===== config.mk =====
export PLATFORM = sky130hd
export DESIGN_NAME = vec_mem_unit
export DESIGN_NICKNAME = d
export VERILOG_FILES = /design/src/rtl/vmem_pkg.sv /design/src/rtl/vmem_addr_gen.sv /design/src/rtl/vec_mem_unit.sv
export SDC_FILE = /design/constraint.sdc
export NUM_CORES = 1
export LEC_CHECK = 0
export ABC_AREA = 1
export BUFFER_PORTS_ARGS = -buffer_cell sky130_fd_sc_hd__buf_2
export CAP_MARGIN = 20
export CORE_AREA = 2 2 229 231
export CTS_BUF_LIST = sky130_fd_sc_hd__clkbuf_8 sky130_fd_sc_hd__clkbuf_16
export CTS_CLUSTER_DIAMETER = 200
export DETAILED_ROUTE_END_ITERATION = 7
export DIE_AREA = 0 0 231 233
export GPL_TIMING_DRIVEN = 1
export PLACE_DENSITY = 0.69
export SLEW_MARGIN = 25
export SYNTH_ARGS = -nofsm -noshare
export SYNTH_HDL_FRONTEND = slang
export SYNTH_SLANG_ARGS = --single-unit

===== constraint.sdc =====
create_clock -name clk -period 4.46 [get_ports clk]
set_input_delay 0.223 -clock clk [delete_from_list [all_inputs] [get_ports clk]]
set_output_delay 0.223 -clock clk [all_outputs]
set_load 0.05 [all_outputs]

===== src/rtl/vmem_pkg.sv =====
// Shared opcodes, default geometry and FSM encoding for the vector memory unit.
package vmem_pkg;

    localparam logic [3:0] VLD = 4'b0100;
    localparam logic [3:0] VST = 4'b0101;

    localparam int unsigned ELEM_W_DEF   = 16;
    localparam int unsigned NUM_ELEM_DEF = 16;
    localparam int unsigned ADDR_W_DEF   = 16;

    typedef enum logic [1:0] {
        StIdle  = 2'd0,
        StXfer  = 2'd1,
        StDrain = 2'd2,
        StDone  = 2'd3
    } vmem_state_e;

endpackage


===== src/rtl/vmem_addr_gen.sv =====
// Element counter and per-element address adder; addresses wrap modulo 2^ADDR_W.
module vmem_addr_gen
    import vmem_pkg::*;
#(
    parameter int unsigned NUM_ELEM = NUM_ELEM_DEF,
    parameter int unsigned ADDR_W   = ADDR_W_DEF,
    localparam int unsigned CNT_W   = $clog2(NUM_ELEM)
) (
    input  logic              clk,
    input  logic              rst_n,
    input  logic              clear,
    input  logic              enable,
    input  logic [ADDR_W-1:0] base,
    output logic [CNT_W-1:0]  cnt,
    output logic [ADDR_W-1:0] mem_addr,
    output logic              last
);

    logic [CNT_W-1:0] cnt_q;

    always_ff @(posedge clk) begin
        if (!rst_n) begin
            cnt_q <= '0;
        end else if (clear) begin
            cnt_q <= '0;
        end else if (enable) begin
            cnt_q <= cnt_q + CNT_W'(1);
        end
    end

    assign cnt      = cnt_q;
    assign mem_addr = base + ADDR_W'(cnt_q);
    assign last     = (cnt_q == CNT_W'(NUM_ELEM - 1));

endmodule


===== src/rtl/vec_mem_unit.sv =====
// Serialises VLD/VST vector transfers into single-element memory accesses.
// Optional range check (no wrap, err pulse) enabled by VMEM_BOUNDS_CHECK_EN.
module vec_mem_unit
    import vmem_pkg::*;
#(
    parameter int unsigned ELEM_W   = ELEM_W_DEF,
    parameter int unsigned NUM_ELEM = NUM_ELEM_DEF,
    parameter int unsigned ADDR_W   = ADDR_W_DEF
) (
    input  logic                       clk,
    input  logic                       rst_n,
    input  logic                       start,
    input  logic [3:0]                 opcode,
    input  logic [ADDR_W-1:0]          base_addr,
    input  logic [ELEM_W*NUM_ELEM-1:0] wdata,
    output logic                       busy,
    output logic                       done,
    output logic                       err,
    output logic [ELEM_W*NUM_ELEM-1:0] rdata,
    output logic [ADDR_W-1:0]          mem_addr,
    output logic                       mem_re,
    output logic                       mem_we,
    output logic [ELEM_W-1:0]          mem_wdata,
    input  logic [ELEM_W-1:0]          mem_rdata
);

    localparam int unsigned CNT_W = $clog2(NUM_ELEM);

    vmem_state_e               state_q;
    logic [ADDR_W-1:0]         base_q;
    logic [ELEM_W*NUM_ELEM-1:0] wdata_q;
    logic [ELEM_W*NUM_ELEM-1:0] rdata_q;
    logic                      is_store_q;
    logic                      busy_q;
    logic                      done_q;
    logic                      err_q;

    logic [CNT_W-1:0]  cnt;
    logic [CNT_W-1:0]  cap_idx;
    logic [ADDR_W-1:0] gen_addr;
    logic              last;
    logic              accept;
    logic              capture;
    logic              in_xfer;
    logic              oob;

    assign accept  = (state_q == StIdle) && start && ((opcode == VLD) || (opcode == VST));
    assign in_xfer = (state_q == StXfer);

`ifdef VMEM_BOUNDS_CHECK_EN
    assign oob = ({1'b0, base_addr} + (ADDR_W + 1)'(NUM_ELEM - 1)) > {1'b0, {ADDR_W{1'b1}}};
`else
    assign oob = 1'b0;
`endif

    vmem_addr_gen #(
        .NUM_ELEM (NUM_ELEM),
        .ADDR_W   (ADDR_W)
    ) u_addr_gen (
        .clk      (clk),
        .rst_n    (rst_n),
        .clear    (accept),
        .enable   (in_xfer),
        .base     (base_q),
        .cnt      (cnt),
        .mem_addr (gen_addr),
        .last     (last)
    );

    // Read data lags the strobe by one cycle; after the final read the counter has wrapped
    // to 0, so cnt-1 addresses element NUM_ELEM-1 during the drain cycle.
    assign capture = !is_store_q && ((in_xfer && (cnt != '0)) || (state_q == StDrain));
    assign cap_idx = cnt - CNT_W'(1);

    always_ff @(posedge clk) begin
        if (!rst_n) begin
            state_q    <= StIdle;
            base_q     <= '0;
            wdata_q    <= '0;
            rdata_q    <= '0;
            is_store_q <= 1'b0;
            busy_q     <= 1'b0;
            done_q     <= 1'b0;
            err_q      <= 1'b0;
        end else begin
            done_q <= 1'b0;
            err_q  <= 1'b0;
            if (capture) begin
                rdata_q[cap_idx*ELEM_W +: ELEM_W] <= mem_rdata;
            end
            unique case (state_q)
                StIdle: begin
                    if (accept) begin
                        base_q     <= base_addr;
                        wdata_q    <= wdata;
                        is_store_q <= (opcode == VST);
                        busy_q     <= 1'b1;
                        if (oob) begin
                            state_q <= StDone;
                            done_q  <= 1'b1;
                            err_q   <= 1'b1;
                        end else begin
                            state_q <= StXfer;
                        end
                    end
                end
                StXfer: begin
                    if (last) begin
                        if (is_store_q) begin
                            state_q <= StDone;
                            done_q  <= 1'b1;
                        end else begin
                            state_q <= StDrain;
                        end
                    end
                end
                StDrain: begin
                    state_q <= StDone;
                    done_q  <= 1'b1;
                end
                StDone: begin
                    state_q <= StIdle;
                    busy_q  <= 1'b0;
                end
            endcase
        end
    end

    assign busy      = busy_q;
    assign done      = done_q;
    assign err       = err_q;
    assign rdata     = rdata_q;
    assign mem_we    = in_xfer && is_store_q;
    assign mem_re    = in_xfer && !is_store_q;
    assign mem_addr  = in_xfer ? gen_addr : '0;
    assign mem_wdata = mem_we ? wdata_q[cnt*ELEM_W +: ELEM_W] : '0;

endmodule


Yosys cells after proc, flatten, opt, wreduce, memory -nomap -nowiden
Index checks and enable logic that the tools add are counted.
{"block": "totals", "reg_bits": 537, "input_bits": 295, "out_inout_bits": 293, "elab_cells": 52}
{"block": "op_classes", "add_sub_neg": 4, "n_eq_ne": 8, "n_shift": 3, "muxes": 12, "bitwise": 1, "n_reduce_logical": 16}
{"operator": "bitwise mux 256 bit", "count": 1}
{"operator": "variable shift 16 x 34 -> 256 bit (first input constant)", "count": 1}
{"operator": "indexed part select 16 x 34 -> 256 bit", "count": 1}
{"operator": "indexed part select 256 x 9 -> 16 bit", "count": 1}
{"operator": "negator 8 -> 34 bit", "count": 1}
{"operator": "2-to-1 mux 16 bit", "count": 2}
{"operator": "adder 16 x 4 -> 16 bit", "count": 1}
{"operator": "== test 4 x 3 -> 1 bit (second input constant)", "count": 2}
{"operator": "case mux 2 bit (4 select lines)", "count": 1}
{"operator": "logical AND 1 bit", "count": 6}
{"operator": "AND reduction 2 bit", "count": 3}
{"operator": "adder 4 x 1 -> 4 bit (second input constant)", "count": 1}
{"operator": "== test 2 bit (second input constant)", "count": 2}
{"operator": "== test 4 bit (second input constant)", "count": 1}
{"operator": "2-to-1 mux 1 bit", "count": 4}
{"operator": "2-to-1 mux 2 bit", "count": 2}
{"operator": "!= test 2 bit (second input constant)", "count": 2}
{"operator": "case mux 1 bit (2 select lines)", "count": 2}
{"operator": "nonzero test 4 bit", "count": 1}
{"operator": "subtractor 4 x 1 -> 4 bit (second input constant)", "count": 1}
{"operator": "== test 2 x 1 -> 1 bit (second input constant)", "count": 1}
{"operator": "zero test 2 bit", "count": 1}
{"operator": "logical OR 1 bit", "count": 2}
{"operator": "nonzero test 2 bit", "count": 1}
{"operator": "3 further kinds", "count": 3}

Longest topological paths before layout
{"block": "logic_depth", "ltp_word": 5, "mapped_depth": 18, "depth_no_buf": 14}

Hierarchy
From an unflattened synthesis, not the netlist that was laid out.
{"block": "unflattened", "cells_unflattened": 3285, "area_unflattened_um2": 23070.9}
{"mod": "vec_mem_unit", "instances": 1, "cells_each": 3164, "area_each_um2": 22341.4, "seq_area_each_um2": 10670.2}
{"mod": "vmem_addr_gen", "instances": 1, "cells_each": 121, "area_each_um2": 729.4, "seq_area_each_um2": 80.1}

Least setup slack after synthesis
No wires, ideal clock.
{"block": "synth_timing", "path_type": "flip-flop to flip-flop", "from": "reg u_addr_gen.cnt_q[0] (netlist: u_addr_gen.cnt[0])", "to": "reg rdata_q[69] (netlist: rdata[69])", "arrival_time_ns": 3.046, "t_required_ns": 4.347, "slack_ns": 1.301, "path_stages_with_launch": 16, "n_path_buf": 5, "period_less_slack_ns": 3.159, "path_cell_list": "dfxtp_1 > inv_2 > buf_2 > buf_1 > ha_1 > nand2_1 > nor2_4 > ha_1 > clkbuf_1 > nand2_1 > nor2_2 > buf_4 > nand3_4 > buf_2 > nor2_1 > nor2_1"}
{"block": "synth_via", "elab_chain_len": 4, "elab_cells_between_ends": 9, "cone_classes": "2 x add/sub; 2 x shift; 1 x mux; 4 x reduce/logical"}
{"item": "start: declaration", "line": "vmem_addr_gen.sv:19", "text": "logic [CNT_W-1:0] cnt_q;"}
{"item": "start signal: assignment", "line": "vmem_addr_gen.sv:27", "text": "cnt_q <= cnt_q + CNT_W'(1);"}
{"item": "subtractor 4 x 1 -> 4 bit *", "line": "vec_mem_unit.sv:73", "text": "assign cap_idx = cnt - CNT_W'(1);"}
{"item": "via cap_idx[0]", "line": "vec_mem_unit.sv:39", "text": "logic [CNT_W-1:0] cap_idx;"}
{"item": "negator 8 -> 34 bit *", "line": "vec_mem_unit.sv:89", "text": "rdata_q[cap_idx*ELEM_W +: ELEM_W] <= mem_rdata;"}
{"item": "indexed part select 16 x 34 -> 256 bit or variable shift 16 x 34 -> 256 bit (tied branches)", "line": "vec_mem_unit.sv:89"}
{"item": "bitwise mux 256 bit *", "line": "vec_mem_unit.sv:89"}
{"item": "end signal: indexed assignment", "line": "vec_mem_unit.sv:89"}
{"item": "end: declaration", "line": "vec_mem_unit.sv:32", "text": "logic [ELEM_W*NUM_ELEM-1:0] rdata_q;"}
Mark *: on every way through the listed nets, which the timed path passes. The rest lies on a longest branch.
A chain may end at the register's enable or synchronous reset.

Worst setup path in the final report
{"block": "layout_timing", "from": "reg u_addr_gen.cnt_q[0] (netlist: u_addr_gen.cnt[0])", "to": "out mem_wdata[4]"}
{"block": "layout_via", "elab_chain_len": 2}
{"item": "indexed part select 256 x 9 -> 16 bit", "line": "vec_mem_unit.sv:136", "text": "assign mem_wdata = mem_we ? wdata_q[cnt*ELEM_W +: ELEM_W] : '0;"}
{"item": "2-to-1 mux 16 bit", "line": "vec_mem_unit.sv:136"}
{"item": "end: declaration", "line": "vec_mem_unit.sv:23", "text": "output logic [ELEM_W-1:0] mem_wdata,"}
No other way between the ends.

==> results.cfg <==
[drt]
vias = 24800
dr.first_iter.drc_count = 2212
viasPerCell = 5.29
first_pass_iters = 6
final_antenna_net_count = 0
wire_per_inst_um = 18.8
route.detailed.drc = 0
routed_wl_mm = 87.8

[layout]
fill_cells = 4648
syn_to_final_growth_pct = 35.3
layout_common_cells = 1041 x nor2_1, 591 x o21ai_0, 585 x buf_2
final_common_cell = nor2_1
layout.nets = 4262
final_layout_size_suffix_gt1_share_pct = 18.8

[yosys]
syn-num-nets = 3539
synth_seq_area_share_pct = 47.4
avgSynthCellArea_sq_um = 7.02
synth.distinct_cells = 37
synth_warnings = 0
syn_area_sq_um = 22700
ys_seq_elements = 537
synthCells = 3227

[setup_path]
crit_arrival_ps = 3750
worstPathRequired_ps = 4240
rrSetupSlack_ps = 770
criticalPathCategory = reg2out
r2r_end = rdata[209]
cp_max_fo = 79
timing.rr.start = u_addr_gen.cnt[1]
reg2reg_depth = 15
cp-startpoint = u_addr_gen.cnt[0]
cp-start-kind = flop
setup.worst_path.end = mem_wdata[4]
worstSetupEndpointType = output pin

[sta]
worst-slew-pin-transition_ps = 987
finalCritPeriodShare_pct = 89.1
finalHoldViolations = 0
hold-worst-slack_ps = 24.7
clock.fmax_ghz = 0.252
setup_viol = 0
max-slew-margin-rel_pct = 34.2
fin_worst_skew_ps = 28.8
slew_violations = 0
rsz0062_at_grt = false
fin_crit_ps = 3970
timing.setup.tns_ps = 0

[clocking]
post_cts_buffers = 0
cts_buffers = 55
cts_tree = done
ctsResizeCount = 0
root_buffer = clkbuf_16
htreeDepth = 2
path_clk_slew_ps = 60
cts_hold_buf = 287
clockBufferDepth = 3
clock_latency_ps = 630
cts_sinks = 537

[floorplan]
dieArea_sq_um = 53800
die_w_um = 231
core_area_sq_um = 51100
rows = 83
dieHeight_um = 233
pin_count = 588
initial_core_util_pct = 44.3

[global_routing]
grt_pass1_wl_mm = 131
grt_max_degree = 231
grt_usage_pct = 31.2
grt_pass1_vias = 22600
gr-total-overflow = 0
antenna_found_initial = 4

[placed_design]
dpl.hpwl_mm = 57.6
io_buffers = 586
gp_congestion = 0.881

[power]
ir_drop_mv = 0.272
power.leakage_nw = 13.6
p_per_area_nw_per_um2 = 439

[run]
cap_violations = 0

[run_status]
status = completed

[worst_hold_path]
worst_hold_path_type = in2reg
[worst max-delay path, stage by stage, from the launching register on]
cell,delay [ps]
dfxtp_4,360
inv_4,70
buf_4,490
buf_4,730
o21ai_0,260
o21ai_0,200
nand3_1,170
nand2_1,110
a21oi_1,50
a21oi_1,280
buf_2,340
[cells in the mapped netlist, drive strengths merged]
master | instances | area (sq um)
a21oi | 181 | 910
o21ai | 666 | 3330
clkinv | 3 | 11.3
conb | 1 | 3.75
xor2 | 3 | 26.3
a21boi | 1 | 7.51
dfxtp | 537 | 10800
nand3 | 63 | 360
clkbuf | 170 | 638
fa | 1 | 20.0
a211oi | 1 | 7.51
inv | 207 | 780
ha | 16 | 200
nor2 | 1050 | 4000
nand2 | 172 | 694
nand4 | 18 | 113
o22ai | 32 | 200
nor3 | 22 | 110
nor4 | 1 | 6.26
buf | 65 | 382
a31oi | 16 | 100
nor3b | 1 | 7.51
[sequential cells by signal, summed over array words and instances (netlist names)]
register,flops
wdata_q,256
base_q,16
u_addr_gen.cnt,4
rdata,256
is_store_q,1
state_q,2
done,1
busy,1
[through the flow]
stage               cells  worst slack (ps)  util [%]  cell area, sq um  total power, mW
detailed placement   4286               691      50.4             25700             8.21
global route         4680               285      60.0             30600             14.0
CTS                  4676               462      59.9             30600             13.4
finish               4683               487      60.0             30600             13.5
global placement     4286               793      50.4             25700             8.19
floorplan            3227              1300         -             22700             7.25
[final cells by class]
cell class              instances  area, sq um  area share, %
well taps                     680          851           2.78
multi-input cells            2245        10100           33.0
clock inverters                35          442           1.44
diodes                          7         17.5         0.0572
clock buffers                  68         1570           5.11
repair buffers                901         6100           19.9
inverters                     210          801           2.61
flip-flops and latches        537        10800           35.1
[power by group]
part / internal (mW) / switching, mW
clock: 3.06 / 2.02
sequential: 5.06 / 0.154
combinational: 0.920 / 2.26
[worst min-delay path by stage]
stage / slack [ps] / depth (start not counted) / to / from
4_1_cts: 7 / 3 / wdata_q[143] / wdata[143]
2_1_floorplan: 360 / 2 / rdata[15] / mem_rdata[15]
6_report: 20 / 3 / wdata_q[143] / wdata[143]
5_1_grt: 30 / 3 / wdata_q[143] / wdata[143]
3_3_place_gp: 430 / 2 / rdata[97] / rdata[97]
3_5_place_dp: 430 / 2 / rdata[213] / rdata[213]
[cell families after synthesis]
logic type               synth area share (%)
AO/OA/AOI/OAI                            20.1
XOR/XNOR                                0.116
adder cells (fa/ha/maj)                 0.972
buffers and inverters                    7.99
flip-flops                               47.4
other                                  0.0166
AND/OR/NAND/NOR                          23.3
[metal layers]
metal  global-route usage, %  vias up  wire length, um
li1                        -    11900                -
met1                    40.7    11400            36500
met2                    50.5     1182            40600
met3                    5.16      259             6580
met4                    14.2        0             4190
met5                       0        -                0
No activity file was read; power rests on OpenSTA's default activity.
